$ cat config.mk
export PLATFORM = sky130hd
export DESIGN_NAME = arith_inverse_solver
export DESIGN_NICKNAME = d
export VERILOG_FILES = /design/src/rtl/arith_inverse_solver.sv
export SDC_FILE = /design/constraint.sdc
export NUM_CORES = 1
export LEC_CHECK = 0
export CAP_MARGIN = 25
export CORE_MARGIN = 10
export CORE_UTILIZATION = 45
export DETAILED_ROUTE_END_ITERATION = 8
export GPL_TIMING_DRIVEN = 0
export PLACE_DENSITY = 0.71
export SLEW_MARGIN = 30
export SYNTH_ARGS = -nofsm -noshare
export SYNTH_HDL_FRONTEND = slang
export SYNTH_SLANG_ARGS = --single-unit
$ cat constraint.sdc
create_clock -name clk -period 2.2 [get_ports clk]
set_clock_uncertainty 0.05 [all_clocks]
set_input_delay 0.22 -clock clk [delete_from_list [all_inputs] [get_ports clk]]
set_output_delay 0.22 -clock clk [all_outputs]
set_load 0.005 [all_outputs]
$ cat src/rtl/arith_inverse_solver.sv
// arith_inverse_solver
//
// Recovers dado01 from the relation dado03 = 3*dado01 - 2*dado02.
// It forms N = dado03 + 2*dado02 (10-bit signed, -384..381), then divides
// |N| by 3 with a 9-step restoring divider, one quotient bit per clock,
// MSB first. The sign of N is reapplied to the quotient and the remainder,
// so the quotient truncates toward zero and the remainder takes the sign of N.
//
// Ports
//   clk     in   rising-edge clock
//   reset   in   synchronous, active-high reset
//   start   in   solve request, sampled only while idle
//   dado03  in   signed 8-bit result operand
//   dado02  in   signed 8-bit known operand
//   dado01  out  signed 8-bit recovered quotient (registered)
//   resto   out  signed 3-bit remainder (registered)
//   exact   out  high when resto == 0 (registered)
//   busy    out  high during the nine iteration cycles (registered)
//   done    out  one-cycle completion pulse (registered)

module arith_inverse_solver (
    input  logic              clk,
    input  logic              reset,
    input  logic              start,
    input  logic signed [7:0] dado03,
    input  logic signed [7:0] dado02,
    output logic signed [7:0] dado01,
    output logic signed [2:0] resto,
    output logic              exact,
    output logic              busy,
    output logic              done
);

    typedef enum logic [1:0] {
        IDLE = 2'd0,
        CALC = 2'd1,
        DONE = 2'd2
    } state_t;

    state_t     state_r;
    state_t     state_s;

    logic [3:0] cnt_r;      // iterations left after the current one
    logic [8:0] mag_r;      // |N|, shifted left one bit per iteration
    logic [7:0] quo_r;      // quotient bits collected so far
    logic [1:0] rem_r;      // partial remainder, always below 3
    logic       neg_r;      // N was negative

    logic [9:0] n_s;
    logic [9:0] n_abs_s;
    logic [2:0] trial_s;
    logic       q_bit_s;
    logic [1:0] rem_next_s;
    logic [7:0] quo_full_s;

    // Two's-complement negate when sel is set. Used to reapply the sign of N.
    function automatic logic [7:0] cond_neg8(input logic sel, input logic [7:0] v);
        logic [7:0] r;
        if (sel) begin
            r = 8'd0 - v;
        end else begin
            r = v;
        end
        return r;
    endfunction

    function automatic logic [2:0] cond_neg3(input logic sel, input logic [2:0] v);
        logic [2:0] r;
        if (sel) begin
            r = 3'd0 - v;
        end else begin
            r = v;
        end
        return r;
    endfunction

    // Operand combination: N = dado03 + 2*dado02 at full 10-bit width, and |N|.
    always_comb begin
        n_s = {{2{dado03[7]}}, dado03} + {dado02[7], dado02, 1'b0};
        if (n_s[9]) begin
            n_abs_s = 10'd0 - n_s;   // -384 maps to 384, which still fits 9 bits
        end else begin
            n_abs_s = n_s;
        end
    end

    // One restoring step: bring down the next dividend bit and try to subtract 3.
    always_comb begin
        trial_s = {rem_r, mag_r[8]};
        if (trial_s >= 3'd3) begin
            q_bit_s    = 1'b1;
            rem_next_s = 2'(trial_s - 3'd3);
        end else begin
            q_bit_s    = 1'b0;
            rem_next_s = trial_s[1:0];
        end
        // The first quotient bit out is always 0 (|N|/3 <= 128), so eight
        // bits hold the whole quotient once the ninth bit is appended.
        quo_full_s = {quo_r[6:0], q_bit_s};
    end

    // Next-state logic.
    always_comb begin
        state_s = state_r;
        case (state_r)
            IDLE: begin
                if (start) begin
                    state_s = CALC;
                end else begin
                    state_s = IDLE;
                end
            end
            CALC: begin
                if (cnt_r == 4'd0) begin
                    state_s = DONE;
                end else begin
                    state_s = CALC;
                end
            end
            DONE: begin
                state_s = IDLE;
            end
            default: begin
                state_s = IDLE;
            end
        endcase
    end

    // State register.
    always_ff @(posedge clk) begin
        if (reset) begin
            state_r <= IDLE;
        end else begin
            state_r <= state_s;
        end
    end

    // Datapath, result and status registers.
    always_ff @(posedge clk) begin
        if (reset) begin
            cnt_r  <= 4'd0;
            mag_r  <= 9'd0;
            quo_r  <= 8'd0;
            rem_r  <= 2'd0;
            neg_r  <= 1'b0;
            dado01 <= 8'sd0;
            resto  <= 3'sd0;
            exact  <= 1'b1;
            busy   <= 1'b0;
            done   <= 1'b0;
        end else begin
            // Status flags follow the state being entered, so they line up with it.
            busy <= (state_s == CALC);
            done <= (state_s == DONE);
            case (state_r)
                IDLE: begin
                    if (start) begin
                        mag_r <= n_abs_s[8:0];
                        neg_r <= n_s[9];
                        cnt_r <= 4'd8;
                        quo_r <= 8'd0;
                        rem_r <= 2'd0;
                    end else begin
                        cnt_r <= cnt_r;
                    end
                end
                CALC: begin
                    mag_r <= {mag_r[7:0], 1'b0};
                    quo_r <= quo_full_s;
                    rem_r <= rem_next_s;
                    if (cnt_r == 4'd0) begin
                        // Last step: publish results. They then hold until the next solve ends.
                        dado01 <= cond_neg8(neg_r, quo_full_s);
                        resto  <= cond_neg3(neg_r, {1'b0, rem_next_s});
                        exact  <= (rem_next_s == 2'd0);
                    end else begin
                        cnt_r <= cnt_r - 4'd1;
                    end
                end
                DONE: begin
                    cnt_r <= 4'd0;
                end
                default: begin
                    cnt_r <= 4'd0;
                end
            endcase
        end
    end

endmodule

After elaboration in Yosys (flattened, before gate mapping):

Cells that the tools add are included.

* register bits: 39
* input port bits: 19
* word-level logic and storage cells: 48

* add/subtract/negate cells: 6
* order comparisons: 1
* equality and inequality tests: 5
* mux-type cells: 17
* reduce and logical (&&, ||, !) cells: 8

Operators with widths (count)
* $mux W9: 2
* $pmux W9 S2: 1
* $pmux W7 S2: 1
* $add A8 B9 Y10: 1
* $sub A1 B9 Y9 const A: 1
* $mux W4: 2
* $mux W8: 1
* $pmux W2 S2: 2
* $pmux W4 S2: 1
* $reduce_and A2 Y1: 4
* $sub A1 B8 Y8 const A: 1
* $mux W7: 1
* $mux W2: 3
* $eq A2 B1 Y1 const B: 2
* $logic_not A2 Y1: 2
* $logic_not A4 Y1: 1
* $ne A2 B2 Y1 const B: 2
* $sub A4 B1 Y4 const B: 1
* $ge A3 B2 Y1 const B: 1
* $mux W3: 1
* $sub A1 B2 Y3 const A: 1
* $eq A2 B2 Y1 const B: 1
* $mux W1: 2
* $reduce_bool A2 Y1: 1
* $sub A2 B2 Y2 const B: 1

Longest topological paths before layout:

* depth in word-level cells: 5
* mapped depth: 8
* depth with buffers taken out: 8

Worst setup path after synthesis:

OpenSTA, ideal clock, no wires.

* path kind: input to register
* from: input dado03[1]
* to: register mag_r[8]
* setup time: 0.120 ns
* arrival time: 2.098 ns
* data required time: 2.030 ns
* setup slack: -0.068 ns
* cell stages on the path: 8
* buffers on the path: 0
* cell sequence: ha_1 > fa_1 > xor2_1 > nor3b_1 > o221ai_1 > nor4_1 > nor3_1 > o31a_1

* longest elaborated chain between the ends: 5

Ends and longest elaborated chain
* from (decl): RTL line 25 `input logic signed [7:0] dado03,`
* $add A8 B9 Y10 *: RTL line 79 `n_s = {{2{dado03[7]}}, dado03} + {dado02[7], dado02, 1'b0};`
* $sub A1 B9 Y9: RTL line 81 `n_abs_s = 10'd0 - n_s;`
* $mux W9 *: RTL line 80 `if (n_s[9]) begin`
* $mux W9 *: RTL line 157 `if (start) begin`
* $pmux W9 S2 *: RTL line 155 `case (state_r)`
* to (signal assigned): RTL line 158 `mag_r <= n_abs_s[8:0];`
* to (signal assigned): RTL line 168 `mag_r <= {mag_r[7:0], 1'b0};`
* to (decl): RTL line 44 `logic [8:0] mag_r;`

Every way passes the cells marked *; elsewhere a longest branch is shown, timed or not. The select of a mux whose other input is x is not followed.
A chain may end at the register's enable or synchronous reset.

Worst setup path after layout:

* from: input dado03[3]
* to: register mag_r[8]

Same word-level chain as after synthesis.

==> results.cfg <==
[yosys]
syn_nets = 300
avgSynthCellArea_um2 = 8.28
synth-main-ff-cell = dfxtp_1
synth_common_cells = nor2_1 (46), dfxtp_1 (39), nand2_1 (16)
yosysTopAreaCellShare_pct = 35.5
post-synth-top-area-cell = dfxtp_1
seq_area_frac_synth_pct = 35.5
synth-edff-count = 0
netlist_area_um2 = 2200
yosysWarnings = 0
synth_cell_type_count = 47
synth.most_common_cell = nor2_1
async_flop_share_pct = 0
synth_area_leaders = dfxtp_1 (35%), ha_1 (8.0%), nor2_1 (7.8%), a22oi_1 (4.8%), a211oi_1 (4.4%)
ys_ff_latch = 39
synthCells = 266

[final_layout]
drive_gt1_share_pct = 15.9
fin_util_pct = 63.6
nNetsFinal = 348
antenna_cells = 0
area_growth_pct = 36.5
finalInstanceArea_um2 = 3010

[floorplan]
ios = 33
start_util_pct = 46.6
rows = 25
core_area_um2 = 4720
dieWidth_um = 90.0
die_area_um2 = 8090
die_h_um = 90.0

[detailed_routing]
routed_wl_um = 5330
ant_nets = 0
wl_per_cell_um = 13.9
drt-initial-drc-count = 99
vias_per_cell = 5.37
via_count = 2051
route.detailed.drc = 0
drt_first_pass_iters = 4

[clocking]
clock-root-buffer = clkbuf_8
htreeDepth = 2
numCtsBuffers = 5
clock_latency_ns = 0.29
clkTransAtPathRegs_ns = 0.08
cts_sinks = 39
cts_buffer_depth = 2
cts_tree = yes

[place]
io_buffers = 31
hpwl_um = 3750
gp_congestion = 0.823
place_area_um2 = 2600

[timing]
tightestPinTransition_ns = 0.527
post-route-period-util_pct = 98.0
max_freq_mhz = 464
setup_viol = 0
hold_ws_ns = 0.313
hold_violations = 0
max_slew_margin_pct = 64.9
tns_ns = 0
period_needed_ns = 2.16
slew_viol_final = 0

[pwr]
leakagePower_nw = 1.13
ir_drop_mv = 0.369
p_per_area_nw_per_um2 = 714

[global_routing]
use_met2_pct = 21.0
grt-busiest-layer = met2
grt_pass1_wl_um = 8830
met3_usage_pct = 3.49
grtUsageTotal_pct = 12.6
grt_pass1_vias = 1982
antenna_found_initial = 0
grt_util_met1_pct = 14.4
overflow = 0
grt_max_degree = 13

[worst_setup_path]
worstSetupEndpointType = register
cp-startpoint = dado03[3]
arrival_ns = 2.28
start_kind = input pin
r2r_start = mag_r[8]$_SDFFE_PP0P_
critPathKind = input pin to register
required_ns = 2.33
crit_fanout = 4
r2r_slack_ns = 0.06

[outcome]
status = finished clean

[min_path]
min_path_type = input pin to register
hp-start = reset

[run]
maxCapViolCount = 0
what timing repair did:
item                       in CTS  in global routing
hold buffers                    0                  0
buffers inserted                7                  3
pin swaps                      12                 17
setup endpoints to repair       6                  6
gates resized for setup        19                 23
metrics by stage:
stage	setup slack, ns	power, W	cells
CTS	0.00349	0.00210	379
global placement	-0.660	0.00134	364
detailed placement	-0.670	0.00136	364
floorplan	0.0227	0.00118	266
global route	-0.0469	0.00226	382
finish	0.0436	0.00214	382
cell type report:
class | instances | area (um^2)
inverters | 12 | 45.0
clock buffers | 6 | 72.6
fillers | 422 | 1720
clock inverters | 2 | 60.1
plain buffers | 13 | 48.8
well taps | 67 | 83.8
repair buffers | 41 | 389
multi-input cells | 202 | 1520
flip-flops and latches | 39 | 782
layer usage:
metal / share of wire, % / wire (um)
met5: 0 / 0
met3: 4.3 / 231
met2: 48 / 2540
met4: 2.2 / 116
met1: 46 / 2440
critical path, stage by stage:
cell             delay [ns]
clkdlybuf4s50_1        0.45
ha_4                   0.20
a211oi_4               0.28
nor3b_4                0.11
nor4_4                 0.33
buf_4                  0.18
nor4_4                 0.04
o21a_1                 0.20
o31a_1                 0.26
sequential cells by signal, summed over array words and instances (netlist names):
signal   flops
mag_r        9
dado01       8
quo_r        7
cnt_r        4
resto        3
rem_r        2
state_r      2
busy         1
done         1
exact        1
neg_r        1
power by group:
| part | total [W] | leakage, nW | internal [W] | switching, W |
|---|---|---|---|---|
| logic | 0.000638 | 0.742 | 0.000313 | 0.000325 |
| clock network | 0.000700 | 0.0654 | 0.000453 | 0.000246 |
| registers | 0.000807 | 0.319 | 0.000771 | 0.0000360 |
cells in the final DEF, fill, tap and decap left out, types with 3 or more instances in the layout:
| master | Yosys | routed |
|---|---|---|
| nor2_1 | 46 | 45 |
| dfxtp_1 | 39 | 38 |
| clkdlybuf4s50_1 | 0 | 26 |
| nand2_1 | 16 | 16 |
| clkbuf_1 | 13 | 14 |
| a22oi_1 | 14 | 14 |
| a21oi_1 | 14 | 13 |
| a211oi_1 | 13 | 12 |
| inv_1 | 12 | 11 |
| buf_4 | 0 | 10 |
| o21ai_0 | 8 | 7 |
| ha_1 | 14 | 7 |
| nor3_1 | 8 | 6 |
| xnor2_1 | 6 | 6 |
| nor2b_1 | 5 | 5 |
| xor2_1 | 6 | 5 |
| ha_4 | 0 | 5 |
| clkbuf_8 | 0 | 5 |
| nand3_1 | 4 | 4 |
| or3_1 | 4 | 3 |
| o22ai_1 | 3 | 3 |
logic make-up (layout without fill, tap and decap cells):
logic type	count (synthesis)	count (layout)	share of synthesized area [%]
adders and majority gates	15	15	8.86
AOI/OAI and AO/OA	76	76	24.8
xor gates and xnor gates	12	12	4.77
buffers and inverters	25	74	4.26
muxes	3	3	1.42
and+or+nand+nor	96	96	20.5
DFF	39	39	35.5
worst paths after layout:
path                                               end  cells after the start
worst max-delay path             mag_r[8]$_SDFFE_PP0P_                      9
worst min-delay path             mag_r[3]$_SDFFE_PP0P_                      2
worst max register to register  dado01[7]$_SDFFE_PP0P_                      7
worst min register to register   resto[2]$_SDFFE_PP0P_                      2
Note: power is estimated with default switching activity, not from simulation.
